**config.mk**
```make
export PLATFORM = sky130hd
export DESIGN_NAME = alu_seq
export DESIGN_NICKNAME = d
export VERILOG_FILES = /design/src/rtl/alu_seq_pkg.sv /design/src/rtl/alu_seq_mul.sv /design/src/rtl/alu_seq.sv
export SDC_FILE = /design/constraint.sdc
export NUM_CORES = 1
export LEC_CHECK = 0
export CAP_MARGIN = 40
export CELL_PAD_IN_SITES_DETAIL_PLACEMENT = 0
export CELL_PAD_IN_SITES_GLOBAL_PLACEMENT = 1
export CORE_ASPECT_RATIO = 2
export CORE_UTILIZATION = 30
export DETAILED_ROUTE_END_ITERATION = 7
export MAX_ROUTING_LAYER = met4
export PLACE_DENSITY_LB_ADDON = 0.1
export RECOVER_POWER = 25
export SLEW_MARGIN = 20
export SYNTH_ARGS = -nofsm -noshare
export SYNTH_HDL_FRONTEND = slang
export SYNTH_SLANG_ARGS = --single-unit
```
**constraint.sdc**
```tcl
create_clock -name clk -period 1.5 [get_ports clk]
set_input_delay 0.225 -clock clk [delete_from_list [all_inputs] [get_ports clk]]
set_output_delay 0.225 -clock clk [all_outputs]
set_load 0.05 [all_outputs]
```
**src/rtl/alu_seq_pkg.sv**
```systemverilog
// Shared types for the alu_seq block: opcode encoding, handshake FSM states
// and the opcode field width.
package alu_seq_pkg;

    localparam int OP_W = 4;

    typedef enum logic [OP_W-1:0] {
        OP_ADD  = 4'b0000,
        OP_SUB  = 4'b0001,
        OP_XOR  = 4'b0010,
        OP_SLT  = 4'b0011,
        OP_AND  = 4'b0100,
        OP_NAND = 4'b0101,
        OP_NOR  = 4'b0110,
        OP_OR   = 4'b0111,
        OP_MUL  = 4'b1000
    } op_e;

    typedef enum logic [1:0] {
        IDLE = 2'b00,
        BUSY = 2'b01,
        HOLD = 2'b10
    } state_e;

endpackage

```
**src/rtl/alu_seq_mul.sv**
```systemverilog
// Iterative unsigned shift-add multiplier, one multiplier bit per cycle.
// Only instantiated by alu_seq when ALU_SEQ_MUL_EN is defined.
module alu_seq_mul #(
    parameter int WIDTH = 32
) (
    input  logic                 clk,
    input  logic                 rst_n,
    input  logic                 start,
    input  logic [WIDTH-1:0]     a,
    input  logic [WIDTH-1:0]     b,
    output logic                 done,
    output logic [2*WIDTH-1:0]   product
);

    localparam int CW = $clog2(WIDTH + 1);

    logic [2*WIDTH-1:0] acc_r;
    logic [2*WIDTH-1:0] mcand_r;
    logic [WIDTH-1:0]   mplier_r;
    logic [CW-1:0]      cnt_r;
    logic               done_r;

    // Load on start, then add the shifted multiplicand for each set multiplier bit;
    // done pulses on the edge that retires the last bit.
    always_ff @(posedge clk or negedge rst_n) begin
        if (!rst_n) begin
            acc_r    <= {(2*WIDTH){1'b0}};
            mcand_r  <= {(2*WIDTH){1'b0}};
            mplier_r <= {WIDTH{1'b0}};
            cnt_r    <= {CW{1'b0}};
            done_r   <= 1'b0;
        end else if (start) begin
            acc_r    <= {(2*WIDTH){1'b0}};
            mcand_r  <= {{WIDTH{1'b0}}, a};
            mplier_r <= b;
            cnt_r    <= CW'(WIDTH);
            done_r   <= 1'b0;
        end else if (cnt_r != {CW{1'b0}}) begin
            if (mplier_r[0]) begin
                acc_r <= acc_r + mcand_r;
            end
            mcand_r  <= mcand_r << 1;
            mplier_r <= mplier_r >> 1;
            cnt_r    <= cnt_r - CW'(1);
            done_r   <= (cnt_r == CW'(1));
        end else begin
            done_r   <= 1'b0;
        end
    end

    assign done    = done_r;
    assign product = acc_r;

endmodule

```
**src/rtl/alu_seq.sv**
```systemverilog
// Sequential ALU with valid/ready handshake; single-cycle ops complete in one edge.
// Define ALU_SEQ_MUL_EN to include the iterative multiplier (op 1000), else it is illegal.
module alu_seq
    import alu_seq_pkg::*;
#(
    parameter int WIDTH = 32
) (
    input  logic              clk,
    input  logic              rst_n,
    input  logic              in_valid,
    output logic              in_ready,
    input  logic [OP_W-1:0]   op,
    input  logic [WIDTH-1:0]  a,
    input  logic [WIDTH-1:0]  b,
    output logic              out_valid,
    input  logic              out_ready,
    output logic [WIDTH-1:0]  result,
    output logic [WIDTH-1:0]  result_hi,
    output logic              cout,
    output logic              overflow,
    output logic              zero,
    output logic              err
);

    state_e             state_r;
    logic               out_valid_r;
    logic [WIDTH-1:0]   result_r;
    logic [WIDTH-1:0]   result_hi_r;
    logic               cout_r;
    logic               overflow_r;
    logic               zero_r;
    logic               err_r;

    logic               accept_s;
    logic               is_mul_s;
    logic [WIDTH:0]     sum_s;
    logic [WIDTH:0]     diff_s;
    logic               add_ovf_s;
    logic               sub_ovf_s;
    logic [WIDTH-1:0]   res_s;
    logic               cout_s;
    logic               ovf_s;
    logic               err_s;
    logic               mul_done_s;
    logic [2*WIDTH-1:0] product_s;

    assign in_ready = (state_r == IDLE) || ((state_r == HOLD) && out_ready);
    assign accept_s = in_valid && in_ready;

`ifdef ALU_SEQ_MUL_EN
    alu_seq_mul #(
        .WIDTH   (WIDTH)
    ) u_mul (
        .clk     (clk),
        .rst_n   (rst_n),
        .start   (accept_s && is_mul_s),
        .a       (a),
        .b       (b),
        .done    (mul_done_s),
        .product (product_s)
    );
`else
    assign mul_done_s = 1'b0;
    assign product_s  = {(2*WIDTH){1'b0}};
`endif

    // Single-cycle datapath; SLT uses sign-of-difference corrected by overflow.
    always_comb begin
        sum_s     = {1'b0, a} + {1'b0, b};
        diff_s    = {1'b0, a} - {1'b0, b};
        add_ovf_s = (a[WIDTH-1] == b[WIDTH-1]) && (sum_s[WIDTH-1] != a[WIDTH-1]);
        sub_ovf_s = (a[WIDTH-1] != b[WIDTH-1]) && (diff_s[WIDTH-1] != a[WIDTH-1]);
        res_s     = {WIDTH{1'b0}};
        cout_s    = 1'b0;
        ovf_s     = 1'b0;
        err_s     = 1'b0;
        is_mul_s  = 1'b0;
        case (op)
            OP_ADD: begin
                res_s  = sum_s[WIDTH-1:0];
                cout_s = sum_s[WIDTH];
                ovf_s  = add_ovf_s;
            end
            OP_SUB: begin
                res_s  = diff_s[WIDTH-1:0];
                cout_s = diff_s[WIDTH];
                ovf_s  = sub_ovf_s;
            end
            OP_XOR:  res_s = a ^ b;
            OP_SLT:  res_s = {{(WIDTH-1){1'b0}}, diff_s[WIDTH-1] ^ sub_ovf_s};
            OP_AND:  res_s = a & b;
            OP_NAND: res_s = ~(a & b);
            OP_NOR:  res_s = ~(a | b);
            OP_OR:   res_s = a | b;
`ifdef ALU_SEQ_MUL_EN
            OP_MUL:  is_mul_s = 1'b1;
`else
            OP_MUL:  err_s = 1'b1;
`endif
            default: err_s = 1'b1;
        endcase
    end

    // Handshake FSM with registered result/flags. Illegal ops report only err,
    // so zero stays low for them even though result is 0.
    always_ff @(posedge clk or negedge rst_n) begin
        if (!rst_n) begin
            state_r     <= IDLE;
            out_valid_r <= 1'b0;
            result_r    <= {WIDTH{1'b0}};
            result_hi_r <= {WIDTH{1'b0}};
            cout_r      <= 1'b0;
            overflow_r  <= 1'b0;
            zero_r      <= 1'b0;
            err_r       <= 1'b0;
        end else if (accept_s && is_mul_s) begin
            state_r     <= BUSY;
            out_valid_r <= 1'b0;
        end else if (accept_s) begin
            state_r     <= HOLD;
            out_valid_r <= 1'b1;
            result_r    <= res_s;
            result_hi_r <= {WIDTH{1'b0}};
            cout_r      <= cout_s;
            overflow_r  <= ovf_s;
            zero_r      <= !err_s && (res_s == {WIDTH{1'b0}});
            err_r       <= err_s;
        end else begin
            case (state_r)
                IDLE: state_r <= IDLE;
                BUSY: begin
                    if (mul_done_s) begin
                        state_r     <= HOLD;
                        out_valid_r <= 1'b1;
                        result_r    <= product_s[WIDTH-1:0];
                        result_hi_r <= product_s[2*WIDTH-1:WIDTH];
                        cout_r      <= 1'b0;
                        overflow_r  <= (product_s[2*WIDTH-1:WIDTH] != {WIDTH{1'b0}});
                        zero_r      <= (product_s[WIDTH-1:0] == {WIDTH{1'b0}});
                        err_r       <= 1'b0;
                    end
                end
                HOLD: begin
                    if (out_ready) begin
                        state_r     <= IDLE;
                        out_valid_r <= 1'b0;
                    end
                end
                default: begin
                    state_r     <= IDLE;
                    out_valid_r <= 1'b0;
                end
            endcase
        end
    end

    assign out_valid = out_valid_r;
    assign result    = result_r;
`ifdef ALU_SEQ_MUL_EN
    assign result_hi = result_hi_r;
`else
    assign result_hi = {WIDTH{1'b0}};
`endif
    assign cout      = cout_r;
    assign overflow  = overflow_r;
    assign zero      = zero_r;
    assign err       = err_r;

endmodule

```
Word level (Yosys, flattened, before mapping)

Cells that the tools add are included.

Latch bits: 0
Word-level logic and storage cells: 54
Bits in writable memories: 0
ROM bits: 0
Memories kept: 0
Register bits: 39

Multiplexer cells: 10
Add/sub/neg operators: 2
Shift operators: 0
Divide/modulo/power cells: 0
$mul: 0
Eq/ne operators: 16
Bitwise gates (word level): 6
Magnitude comparators: 0
Reduce and logical (&&, ||, !) cells: 13

Operators with widths:

| cell                 | number |
|---|---|
| $pmux W32 S8         | 1 |
| $not A32 Y32         | 2 |
| $add A32 B32 Y33     | 1 |
| $sub A32 B32 Y33     | 1 |
| $and A32 B32 Y32     | 1 |
| $logic_not A32 Y1    | 1 |
| $or A32 B32 Y32      | 1 |
| $xor A32 B32 Y32     | 1 |
| $eq A4 B3 Y1 const B | 4 |
| $eq A4 B2 Y1 const B | 2 |
| $reduce_or A8 Y1     | 1 |
| $pmux W1 S2          | 3 |
| $logic_and A1 B1 Y1  | 5 |
| $eq A4 B1 Y1 const B | 1 |
| $logic_not A4 Y1     | 1 |
| $mux W2              | 2 |
| $pmux W2 S2          | 1 |
| $reduce_and A2 Y1    | 2 |
| $mux W1              | 3 |
| $ne A1 B1 Y1         | 3 |
| $ne A3 B3 Y1 const B | 1 |
| $eq A2 B1 Y1 const B | 1 |
| $eq A2 B2 Y1 const B | 1 |
| $logic_not A2 Y1     | 1 |
| 6 further kinds      | 6 |

Logic depth before layout (Yosys ltp)

Gate-level depths: netlist (run 1).

Word-level depth: 7
Gate-level depth with buffers: 25

Worst setup path after synthesis (run 1)

Ideal clock, no wire load.

Path kind: input-to-reg
Start: input port a[10]
End: register zero_r, in the netlist zero
Arrival time: 4.037 ns
Setup time: 0.066 ns
Setup slack: -2.603 ns
Buffers on the path: 1
Stages on the path: 23
Cell sequence: inv_1 ha_1 buf_2 nor3_1 a31oi_4 a21oi_2 a2111o_1 a21oi_1 nor2_1 o21bai_1 a21oi_1 nor2_1 fa_1 mux2i_1 o21ai_0 nor4_1 o2111ai_1 nor2_1 nand4_1 nor4_1 nand4_1 nor4_1 a41o_1

Longest elaborated chain between the ends: 7
Elaborated cells on any way between the ends: 13

Ends and longest elaborated chain:

| what                  | line           | RTL |
|---|---|---|
| from (decl)           | alu_seq.sv:13  | `input logic [WIDTH-1:0] a,` |
| $sub A32 B32 Y33      | alu_seq.sv:70  | `diff_s = {1'b0, a} - {1'b0, b};` |
| $ne A1 B1 Y1          | alu_seq.sv:72  | `sub_ovf_s = (a[WIDTH-1] != b[WIDTH-1]) && (diff_s[WIDTH-1] != a[WIDTH-1]);` |
| $logic_and A1 B1 Y1   | alu_seq.sv:72  |  |
| $xor A1 B1 Y1         | alu_seq.sv:90  | `OP_SLT: res_s = {{(WIDTH-1){1'b0}}, diff_s[WIDTH-1] ^ sub_ovf_s};` |
| $pmux W32 S8 *        | alu_seq.sv:78  | `case (op)` |
| $logic_not A32 Y1 *   | alu_seq.sv:126 | `zero_r <= !err_s && (res_s == {WIDTH{1'b0}});` |
| $logic_and A1 B1 Y1 * | alu_seq.sv:126 |  |
| to (signal assigned)  | alu_seq.sv:126 |  |
| to (signal assigned)  | alu_seq.sv:139 | `zero_r <= (product_s[WIDTH-1:0] == {WIDTH{1'b0}});` |
| to (decl)             | alu_seq.sv:31  | `logic zero_r;` |

Mark *: on every way between the ends. The rest lies on a longest branch, timed or not.
A chain may end at the register's enable or synchronous reset.

Final worst setup path (run 1)

Start: input port b[5]
End: register zero_r, in the netlist zero

Longest elaborated chain between the ends: 7
Elaborated cells on any way between the ends: 13

Ends and longest elaborated chain:

| what                  | line           | RTL |
|---|---|---|
| from (decl)           | alu_seq.sv:14  | `input logic [WIDTH-1:0] b,` |
| $sub A32 B32 Y33      | alu_seq.sv:70  |  |
| $ne A1 B1 Y1          | alu_seq.sv:72  |  |
| $logic_and A1 B1 Y1   | alu_seq.sv:72  |  |
| $xor A1 B1 Y1         | alu_seq.sv:90  |  |
| $pmux W32 S8 *        | alu_seq.sv:78  |  |
| $logic_not A32 Y1 *   | alu_seq.sv:126 |  |
| $logic_and A1 B1 Y1 * | alu_seq.sv:126 |  |

Marks and branches as above.

==> results of run 1 <==
==> Yosys cell counts, drive strengths merged, types with 3 or more instances <==
cell type / count / share of area [%]
a211oi: 21 / 2.0
a21o: 10 / 0.95
a21oi: 100 / 6.4
a221o: 3 / 0.38
a221oi: 6 / 0.66
a311oi: 3 / 0.33
a31o: 3 / 0.33
a31oi: 16 / 1.5
and2: 6 / 0.47
and3: 6 / 0.47
buf: 52 / 4.2
clkbuf: 45 / 2.1
dfrtp: 38 / 12
fa: 3 / 0.76
ha: 102 / 16
inv: 99 / 4.7
mux2i: 45 / 5.7
nand2: 107 / 5.1
nand2b: 12 / 0.95
nand3: 24 / 1.5
nand4: 16 / 1.3
nor2: 71 / 3.4
nor2b: 14 / 1.1
nor3: 38 / 2.4
nor3b: 6 / 0.57
nor4: 15 / 1.2
o211a: 5 / 0.73
o211ai: 10 / 0.95
o21a: 9 / 0.85
o21ai: 85 / 5.4
o21bai: 10 / 0.95
o221ai: 9 / 1.0
o22ai: 13 / 1.0
o31a: 3 / 0.33
o31ai: 16 / 1.5
or2: 8 / 0.63
or3: 12 / 0.95
or4b: 3 / 0.38
xnor2: 30 / 3.3
xor2: 4 / 0.44
==> worst paths after layout <==
kind / cells past startpoint / to / start
worst max-delay path: 26 / zero / b[5]
worst min-delay path: 2 / result[28] / rst_n
worst max register to register: 7 / zero / state_r[1]
worst min register to register: 2 / result[15] / result[15]
max in group asynchronous: 2 / result[24] / rst_n
min in group clk: 4 / result[1] / op[3]
==> power by group <==
part,leakage [uW],internal (uW),switching [uW]
clock,0.0000729,659,441
combinational,0.00673,3580,3860
sequential,0.000480,1190,197
==> worst max-delay path: stages <==
cell,delay (ns)
buf_8,0.08
inv_4,0.03
buf_6,0.10
ha_4,0.23
nor2b_4,0.12
o21ai_2,0.19
o211a_4,0.23
a31oi_4,0.11
a21oi_4,0.21
a2111o_1,0.27
a21oi_2,0.08
nor2_1,0.09
o21bai_1,0.07
a21oi_1,0.17
nor2_2,0.07
fa_2,0.34
mux2i_1,0.13
o21ai_1,0.11
nor4_1,0.28
o2111ai_1,0.14
nor2_1,0.12
nand4_1,0.11
nor4_2,0.25
nand4_1,0.18
nor4_2,0.26
a41o_1,0.20
==> metal layers <==
metal / track usage [%] / vias up
li1: - / 5098
met1: 27.2 / 5247
met2: 61.9 / 349
met3: 2.24 / 211
met4: 26.5 / 0
met5: - / -
==> what timing repair did <==
item / in CTS / in global routing
pin swaps: 136 / 112
endpoints found under the hold margin: 0 / 0
gates resized for setup: 515 / 172
setup buffers: 96 / 43
endpoints found under the setup margin: 36 / 36
==> through the flow <==
step / std cells / hold slack (ns)
after detailed placement: 1905 / 0.321
after global routing: 2027 / 0.289
after floorplan: 1154 / -0.0706
after global placement: 1905 / 0.313
final: 2027 / 0.192
after CTS: 2004 / 0.0232
==> logic make-up after synthesis <==
logic type	count (synthesis)	share of synthesized area [%]
XOR/XNOR	34	3.76
flip-flops	38	12.0
multiplexers	47	5.97
AND/OR/NAND/NOR	348	21.4
AO/OA/AOI/OAI	354	29.0
other	1	0.0473
buffers and inverters	196	11.0
adder cells (fa/ha/maj)	105	16.9
==> state kept, by name, indices dropped and copies added (netlist names) <==
register / cells
cout: 1
err: 1
out_valid: 1
overflow: 1
result: 32
state_r: 1
zero: 1
==> area by class of cell <==
class | instances | share of cell area (%)
clock inverter | 2 | 0.0781
multi-input combinational | 920 | 51.8
sequential | 38 | 5.93
inverter | 99 | 2.53
tap | 340 | 2.65
clock buffer | 6 | 0.867
timing repair buffer | 622 | 36.1
==> results by group, run 1 <==
Logic synthesis
  • Sequential fraction of the synthesis area: 12.0%
  • Post-synth EDFFs: 0
  • Syn_area_per_cell: 7.05 um2
  • Mapped Cells: 1123
  • FF+latch count, synth: 38
  • Fraction of registers with async set/reset: 100%
  • Primary FF master, synth: dfrtp_1
  • Netlist Area Pre-Place: 0.00792 mm2
  • Library cells used by synthesis: 77
  • Synth Warn #: 0

Timing
  • Final setup fails: 35
  • Fmax: 240 MHz
  • Worst Max-Slew Pin Slew: 1.01 ns
  • Hold Vio Cnt, Final: 0
  • Max-Slew Margin vs Limit: 32.5%
  • Setup WS post-layout: -2.67 ns
  • RSZ-0062 raised after global routing: true
  • Crit share post-route: 278%
  • Period minus WS final: 4.17 ns
  • Setup TNS: -38.81 ns
  • Final max-slew violation count: 0
  • Clk_skew: 0.00445 ns

Placed design
  • Post-detail-place hpwl: 33400 um
  • GPL Wtd Cong: 0.976
  • Post-placement cell area: 0.0129 mm2
  • Port Buf Inserts: 109
  • Placement Setup Slack: -3.55 ns

Status
  • Status: finished, violations left
  • Failing checks: negative setup slack

Final layout
  • Commonest non-fill, non-tap cell in the layout: buf_4
  • Final net count: 1863
  • Layout area overhead: 102%
  • Leading cell types in the layout, fill and taps excluded: buf_4 (406), nand2_1 (90), buf_6 (88)
  • Fin util: 62.2%
  • FILL cells: 2364
  • Post-route design area: 0.0160 mm2
  • Antenna cells: 0
  • Layout cell share with drive strength beyond 1: 56.0%
  • Reg area: 951 um2
  • Multi-input logic area: 0.00830 mm2

Floorplanning
  • Die extent in x: 117 um
  • Die height: 232 um
  • Total die area: 0.0271 mm2
  • I/O pins: 142
  • Starting Density: 30.8%
  • Core area: 0.0258 mm2
  • FP Rows: 83

Detailed routing
  • Drt drc: 0
  • Max layer used: met4
  • 1st-pass router iterations: 5
  • Met2 Wirelength: 23800 um
  • Metal3 WL: 1150 um
  • Final wirelength: 42300 um
  • Routed Antenna Nets: 0
  • Met1 WL: 12900 um
  • Initial drt markers: 463
  • Via-to-Cell Ratio: 5.38
  • Wire per inst: 20.9 um
  • Vias after detailed routing: 10905

Worst setup path
  • CP Data Arrival Time: 4.39 ns
  • CP Max Fanout: 2
  • Crit. End Element: register
  • Crit path launch type: primary input
  • Worst EP required: 1.72 ns
  • Setup CP Type: primary input to register
  • Reg2Reg Setup Slack: -0.32 ns

Power
  • Peak VDD IR: 400 uV
  • PD cells: 619 mW/mm2
  • PnR Total Power: 9930 uW
  • Leakage: 0.00728 uW

Global route
  • Total global routing overflow: 0
  • Total track usage: 32.2%
  • Vias in the first global route: 11414
  • Largest net degree at the start of global routing: 39
  • Initial antenna violation count: 0
  • First-pass GRT wire length: 63100 um

CTS
  • Later-pin clock latency in the skew report: 0.28 ns
  • H-tree depth: 2
  • CTS tree: built
  • CTS Sinks: 38
  • Num CTS Buffers: 5
  • Clock transition time at the flip-flop clock pins of the worst setup and hold paths: 0.06 ns
  • CTS root buf: clkbuf_16
  • Hold buffer count at cts: 0
  • Clock buffer depth: 2

Run
  • Max Cap Viol: 0

Hold path
  • HP Class: primary input to async pin
Note: power is estimated with default switching activity, not from simulation.
==> run 2, diff against run 1 <==
--- a/config.mk
+++ b/config.mk
@@ -5,10 +5,11 @@
 export SDC_FILE = /design/constraint.sdc
 export NUM_CORES = 1
 export LEC_CHECK = 0
+export ABC_CLOCK_PERIOD_IN_PS = 1500
 export CAP_MARGIN = 40
 export CELL_PAD_IN_SITES_DETAIL_PLACEMENT = 0
 export CELL_PAD_IN_SITES_GLOBAL_PLACEMENT = 1
-export CORE_ASPECT_RATIO = 2
+export CORE_ASPECT_RATIO = 1.5
 export CORE_UTILIZATION = 30
 export DETAILED_ROUTE_END_ITERATION = 7
 export MAX_ROUTING_LAYER = met4
==> run 2 against run 1 <==
Compared with the run above:
- the run still ends with negative setup slack left
- first-iteration DRC count grew 20%
- combinational power shrank 2.7%
- die area about the same
- clock-buffer cell count unchanged
- via count shrank 2.4%
- worst setup slack gained 0.0055 ns
- design area decreased by 0.78%
- flip-flop and latch count unchanged
==> results by group, run 2 (same netlist as run 1, synthesis figures left out) <==
Final layout
  • Largest register FFs: 32 (unchanged)
  • Layout cell share with drive strength beyond 1: 56.0% (about the same)
  • Leading cell types in the layout, fill and taps excluded: buf_4 (412), nand2_1 (97), buf_6 (92)
  • Multi-input logic area: 0.00830 mm2 (about the same)
  • Reg area: 951 um2 (unchanged)
  • Final net count: 1857 (-0.32%)
  • Layout area overhead: 101%
  • FILL cells: 2350 (-0.59%)
  • Post-route design area: 0.0159 mm2 (-0.78%)
  • Antenna cells: 0 (unchanged)
  • Commonest non-fill, non-tap cell in the layout: buf_4
  • Layout Cells excl Fill: 2014 (-0.64%)

Floorplanning
  • Total die area: 0.0271 mm2 (about the same)
  • Core area: 0.0259 mm2 (+0.39%)
  • Starting Density: 30.6% (-0.12 points)
  • Die extent in x: 135 um (+15%)
  • FP Rows: 72 (-13%)
  • Die height: 201 um (-13%)
  • I/O pins: 142 (unchanged)

Placed design
  • Port Buf Inserts: 109 (unchanged)
  • Post-placement cell area: 0.0129 mm2 (-0.11%)
  • Post-detail-place hpwl: 31000 um (-7.2%)
  • Placed insts: 1916 (+0.58%)
  • GPL Wtd Cong: 0.928 (-4.9%)

Power
  • Internal power: 5330 uW (-1.8%)
  • Clk pwr share: 10.9% (-0.2 points)
  • Leakage: 0.00719 uW (-1.2%)
  • Gate power share: 74.9% (about the same)
  • PD cells: 608 mW/mm2 (-1.9%)
  • Sequential cell fraction of total power: 14.1% (+0.2 points)
  • Switch share: 44.9% (-0.45 points)
  • Switch Pwr: 4340 uW (-3.6%)
  • Peak VDD IR: 536 uV (+34%)

Status
  • Failing checks: negative setup slack
  • Status: finished, violations left

Detailed routing
  • Drt drc: 0 (unchanged)
  • Vias after detailed routing: 10644 (-2.4%)
  • Routed Antenna Nets: 0 (unchanged)
  • Initial drt markers: 554 (+20%)
  • 1st-pass router iterations: 5 (unchanged)
  • Wire per inst: 19.4 um (-6.8%)
  • Via-to-Cell Ratio: 5.29 (-1.8%)
  • Final wirelength: 39200 um (-7.4%)

CTS
  • H-tree depth: 2 (unchanged)
  • Num CTS Buffers: 5 (unchanged)
  • CTS Sinks: 38 (unchanged)
  • CTS root buf: clkbuf_16
  • Later-pin clock latency in the skew report: 0.28 ns (about the same)
  • CTS tree: built
  • Clock transition time at the flip-flop clock pins of the worst setup and hold paths: 0.06 ns (about the same)
  • Clock buffer depth: 2 (unchanged)
  • Hold buffer count at cts: 0 (unchanged)

Timing
  • Period minus WS final: 4.16 ns (-0.00549 ns)
  • Hold Vio Cnt, Final: 0 (unchanged)
  • Fmax: 240 MHz (+0.13%)
  • Max-Slew Margin vs Limit: 36.0% (+3.5 points)
  • RSZ-0062 raised after global routing: true
  • Clk_skew: 0.00302 ns (-0.00143 ns)
  • Worst Max-Slew Pin Slew: 0.960 ns (-0.0519 ns)
  • Crit share post-route: 278% (-0.37 points)
  • Final max-slew violation count: 0 (unchanged)
  • Setup WS post-layout: -2.66 ns (+0.00549 ns)
  • Final setup fails: 35 (unchanged)

Worst setup path
  • CP Max Fanout: 2 (unchanged)
  • Reg2Reg Setup Slack: -0.31 ns (about the same)
  • Worst EP required: 1.72 ns (about the same)
  • Crit. End Element: register
  • Most used cell, CP: nor4_2
  • RR Startpoint: state_r[1]
  • CP peak stage delay: 0.41 ns (+0.07 ns)
  • CP max-delay cell: or3_4
  • Critical path, cell by cell: buf_6, inv_4, ha_4, or3_4, a211oi_4, nor3_4, a21oi_4, a2111o_1, a21oi_2, nor2_2, o21bai_2, a21oi_2, nor2_2, fa_2, mux2i_1, o21ai_2, nor4_2, o2111ai_1, nor2_1, nand4_1, nor4_2, nand4_1, nor4_2, a41o_1
  • CP Data Arrival Time: 4.38 ns (about the same)
  • FF-to-FF path depth: 7 (unchanged)
  • R2r endpoint: zero
  • Crit path launch type: primary input
  • Setup CP Type: primary input to register

Run
  • Max Cap Viol: 0 (unchanged)

Global route
  • Total track usage: 29.1% (-3.1 points)
  • Initial antenna violation count: 0 (unchanged)
  • Vias in the first global route: 10870 (-4.8%)
  • Largest net degree at the start of global routing: 58 (+49%)
  • First-pass GRT wire length: 58800 um (-6.8%)
  • Total global routing overflow: 0 (unchanged)

Hold path
  • HP Class: primary input to async pin
## run 2: per-stage QoR
step                util, %  setup slack, ns  hold WS [ns]  TNS [ns]  total power, uW
CTS                    57.9            -2.67        0.0100    -37.53             9180
floorplan                 -            -2.43       -0.0706    -27.36             4260
finish                 61.5            -2.66         0.172    -37.47             9670
global route           61.5            -2.94         0.279    -40.48            10100
detailed placement     49.8            -3.60         0.312    -69.77             7160
global placement       49.8            -3.52         0.315    -69.20             7140
## run 2: worst max-delay path by stage
stage	from	end	slack (ns)
floorplan	b[4]	zero	-2.43
global placement	b[4]	zero	-3.52
detailed placement	b[1]	zero	-3.60
CTS	b[5]	zero	-2.67
global route	a[12]	zero	-2.94
finish	a[12]	zero	-2.66
## run 2: power by group through the flow
stage	Clock, uW	Sequential [uW]	Combinational, uW
2_1_floorplan	0	1860	2410
3_3_place_gp	0	1380	5760
3_5_place_dp	0	1390	5770
4_1_cts	1090	1370	6730
5_1_grt	1130	1380	7640
6_report	1060	1360	7240
## run 2: per-layer routing
layer	global-route usage, %	share of wire [%]
met4	12.6	5.9
met2	58.2	57
met1	27.7	34
met3	1.72	3.0
met5	-	0
## run 2: what timing repair did
item / 4_1_cts / 5_1_grt
setup endpoints to repair: 36 / 36
pin swaps: 114 / 108
cloned: 1 / 0
gates resized for setup: 500 / 200
buffers inserted: 62 / 43
## run 2: layout make-up
type | count | area share [%]
multi-input combinational | 920 | 52.2
clock buffer | 6 | 0.873
tap | 333 | 2.62
timing repair buffer | 616 | 35.6
sequential | 38 | 5.98
clock inverter | 2 | 0.0787
inverter | 99 | 2.66
## run 2: worst max-delay path: cells and delay by family
family | cells | cell delay [ns]
muxes | 1 | 0.16
buffers and inverters | 2 | 0.15
and+or+nand+nor | 10 | 1.85
AOI/OAI and AO/OA | 9 | 1.43
adders and majority gates | 2 | 0.53
==> run 3, diff against run 2 <==
--- a/config.mk
+++ b/config.mk
@@ -10,7 +10,7 @@
 export CELL_PAD_IN_SITES_DETAIL_PLACEMENT = 0
 export CELL_PAD_IN_SITES_GLOBAL_PLACEMENT = 1
 export CORE_ASPECT_RATIO = 1.5
-export CORE_UTILIZATION = 30
+export CORE_UTILIZATION = 36
 export DETAILED_ROUTE_END_ITERATION = 7
 export MAX_ROUTING_LAYER = met4
 export PLACE_DENSITY_LB_ADDON = 0.1
@@ -18,4 +18,5 @@
 export SLEW_MARGIN = 20
 export SYNTH_ARGS = -nofsm -noshare
 export SYNTH_HDL_FRONTEND = slang
+export SYNTH_HIERARCHICAL = 1
 export SYNTH_SLANG_ARGS = --single-unit
==> run 3 against run 2 <==
Compared with the run above:
- non-clock buffer count fell by 9
- sequential share of layout area rose by 0.058 points
- critical path depth stayed put
- the flow still finishes with violations (negative setup slack)
- register-to-register slack lost 0.10 ns
- synthesized cell count stayed put
- sequential power about the same
- via count grew 0.74%
- first-iteration DRC count is 11% lower
==> results by group, run 3 <==
Final layout
  • Layout cell share with drive strength beyond 1: 55.3% (-0.72 points)
  • Fin util: 72.8% (+11 points)
  • Commonest non-fill, non-tap cell in the layout: buf_4
  • Leading cell types in the layout, fill and taps excluded: buf_4 (406), nand2_1 (97), buf_6 (88)
  • Antenna cells: 0 (unchanged)
  • Largest register FFs: 32 (unchanged)
  • Final net count: 1848 (-0.48%)
  • Layout area overhead: 98.8%

Power
  • Leakage: 0.00719 uW (about the same)
  • PD cells: 611 mW/mm2 (+0.58%)
  • Gate power share: 74.9% (about the same)
  • Switch share: 45.1% (+0.24 points)
  • Sequential cell fraction of total power: 14.2% (about the same)
  • Peak VDD IR: 511 uV (-4.7%)
  • Clk pwr share: 10.9% (about the same)
  • Switch Pwr: 4350 uW (+0.15%)
  • Internal power: 5280 uW (-0.84%)

Logic synthesis
  • Post-synth EDFFs: 0 (unchanged)
  • Fraction of registers with async set/reset: 100% (unchanged)
  • Syn_area_per_cell: 7.05 um2 (unchanged)
  • Top-area cell type share of the netlist area: 16.1% (unchanged)
  • Primary FF master, synth: dfrtp_1
  • Most instantiated library cell after synthesis: nand2_1
  • FF+latch count, synth: 38 (unchanged)
  • Sequential fraction of the synthesis area: 12.0% (unchanged)
  • Post-synth top area cell: ha_1
  • Netlist Area Pre-Place: 0.00792 mm2 (unchanged)
  • Library cells used by synthesis: 77 (unchanged)
  • Mapped Cells: 1123 (unchanged)
  • Synth Warn #: 6 (+6)
  • Post-synth top cells: nand2_1 (107), ha_1 (102), a21oi_1 (99), inv_1 (98), o21ai_0 (83)
  • Largest cells by area after synthesis: ha_1 (16%), dfrtp_1 (12%), a21oi_1 (6.3%)

Worst setup path
  • Most used cell, CP: buf_6
  • Crit path launch type: primary input
  • Crit. End Element: register
  • RR Startpoint: state_r[1]
  • CP max-delay cell: or4b_4
  • CP Max Fanout: 4 (+2)
  • R2r endpoint: zero
  • FF-to-FF path depth: 7 (unchanged)
  • Worst EP required: 1.66 ns (-0.06 ns)
  • CP Data Arrival Time: 4.41 ns (+0.03 ns)
  • Largest delay share family, worst path: compound AO/OA/AOI/OAI gates
  • WP buf/inv: 14 (+12)
  • CP peak stage delay: 0.53 ns (+0.12 ns)
  • Critical path, cell by cell: buf_8, inv_4, buf_6, ha_4, buf_6, or4b_4, o211a_4, a31oi_4, a21oi_4, a2111o_1, buf_4, buf_6, buf_6, buf_6, buf_6, buf_6, buf_6, buf_6, buf_6, buf_6, or4_1, a31oi_1, a31oi_2, a41o_1
  • Reg2Reg Setup Slack: -0.41 ns (-0.10 ns)
  • Setup CP Type: primary input to register

Timing
  • Hold_ws: 0.168 ns (-0.00435 ns)
  • Final setup fails: 35 (unchanged)
  • Final max-slew violation count: 0 (unchanged)
  • Period minus WS final: 4.25 ns (+0.0885 ns)
  • RSZ-0062 raised after global routing: true
  • Crit share post-route: 283% (+5.9 points)
  • Fmax: 235 MHz (-2.1%)
  • Worst Max-Slew Pin Slew: 0.958 ns (-0.00203 ns)
  • Hold Vio Cnt, Final: 0 (unchanged)
  • Setup WS post-layout: -2.75 ns (-0.0885 ns)
  • Clk_skew: 0.00772 ns (+0.00470 ns)
  • Max-Slew Margin vs Limit: 36.1% (+0.14 points)

CTS
  • Num CTS Buffers: 5 (unchanged)
  • Clock transition time at the flip-flop clock pins of the worst setup and hold paths: 0.06 ns (about the same)
  • Hold buffer count at cts: 0 (unchanged)
  • H-tree depth: 2 (unchanged)
  • CTS root buf: clkbuf_16
  • Later-pin clock latency in the skew report: 0.28 ns (about the same)
  • Clock buffer depth: 2 (unchanged)
  • CTS tree: built
  • CTS Sinks: 38 (unchanged)

Global route
  • Total track usage: 34.5% (+5.4 points)
  • GRT busiest layer: met2
  • Largest net degree at the start of global routing: 58 (unchanged)
  • Met3 GRT Util: 3.38% (+1.7 points)
  • Met2 usage: 64.8% (+6.5 points)
  • Total global routing overflow: 0 (unchanged)
  • First-pass GRT wire length: 57900 um (-1.7%)
  • Met1 Use GR: 32.4% (+4.6 points)
  • Initial antenna violation count: 0 (unchanged)
  • Vias in the first global route: 10939 (+0.63%)

Floorplanning
  • FP Rows: 66 (-8.3%)
  • Die height: 184 um (-8.6%)
  • Core area: 0.0216 mm2 (-16%)
  • I/O pins: 142 (unchanged)
  • Starting Density: 36.6% (+6.0 points)
  • Die extent in x: 123 um (-8.6%)
  • Total die area: 0.0226 mm2 (-16%)

Placed design
  • Port Buf Inserts: 109 (unchanged)
  • Placement Setup Slack: -3.60 ns (-0.00676 ns)
  • Post-detail-place hpwl: 29900 um (-3.6%)
  • GPL Wtd Cong: 0.938 (+1.1%)

Run
  • Max Cap Viol: 0 (unchanged)

Detailed routing
  • Wire per inst: 20.1 um (+3.3%)
  • Vias after detailed routing: 10723 (+0.74%)
  • Drt drc: 0 (unchanged)
  • Final wirelength: 39100 um (-0.26%)
  • Via-to-Cell Ratio: 5.52 (+4.4%)
  • Routed Antenna Nets: 0 (unchanged)
  • Initial drt markers: 495 (-11%)
  • 1st-pass router iterations: 8 (+3)

Status
  • Status: finished, violations left
  • Failing checks: negative setup slack

Hold path
  • HP Class: primary input to async pin
[run 3: final cells by class]
class | count | area, um2
Multi-Input combinational cell | 920 | 8280
Fill cell | 1786 | 5890
Timing Repair Buffer | 607 | 5620
Sequential cell | 38 | 951
Inverter | 99 | 408
Tap cell | 272 | 340
Clock buffer | 6 | 139
Clock inverter | 2 | 12.5
[run 3: kinds of logic after synthesis]
logic type                 count (synthesis)  synth area share, %
and+or+nand+nor                          348                 21.4
xor gates and xnor gates                  34                 3.76
buffers and inverters                    196                 11.0
other                                      1               0.0473
DFF                                       38                 12.0
adders and majority gates                105                 16.9
AOI/OAI and AO/OA                        354                 29.0
muxes                                     47                 5.97
[run 3: worst max-delay path by stage]
stage          from  endpoint  slack [ns]  depth (start not counted)
2_1_floorplan  b[4]      zero       -2.43                         20
3_3_place_gp   b[4]      zero       -3.52                         25
3_5_place_dp   b[4]      zero       -3.60                         25
4_1_cts        b[5]      zero       -2.75                         22
5_1_grt        a[1]      zero       -2.99                         25
6_report       b[5]      zero       -2.75                         24
[run 3: worst register-to-register path, cell delays in order (launching register included)]
cell	delay, ns
dfrtp_1	0.39
nand2b_2	0.08
nand2_1	0.18
a221oi_1	0.31
o221ai_2	0.19
nand3b_1	0.23
nor4_2	0.27
a41o_1	0.19
[run 3: stage by stage]
step | power [uW] | setup TNS, ns | cell area [um2] | instances
detailed placement | 7100 | -69.26 | 12700 | 1838
global route | 10100 | -44.81 | 15700 | 1944
global placement | 7070 | -68.55 | 12700 | 1838
floorplan | 4260 | -27.36 | 8570 | 1154
CTS | 9110 | -39.76 | 14800 | 1913
finish | 9630 | -42.22 | 15700 | 1944
[run 3: metal layers]
metal,up-vias,wire [um]
met5,-,0
met3,139,1070
li1,5064,-
met2,319,21700
met1,5201,13500
met4,0,2720
[run 3: repair_timing]
action                                  CTS  global route
pin swaps                               121           122
endpoints found under the setup margin   36            36
gates cloned                              1             0
buffers inserted                         67            44
gates resized for setup                 464           201
[run 3: power groups by stage]
stage,registers [uW],clock network (uW),logic [uW]
3_3_place_gp,1380,0,5690
6_report,1370,1050,7210
5_1_grt,1380,1120,7560
3_5_place_dp,1390,0,5710
2_1_floorplan,1860,0,2410
4_1_cts,1370,1080,6660
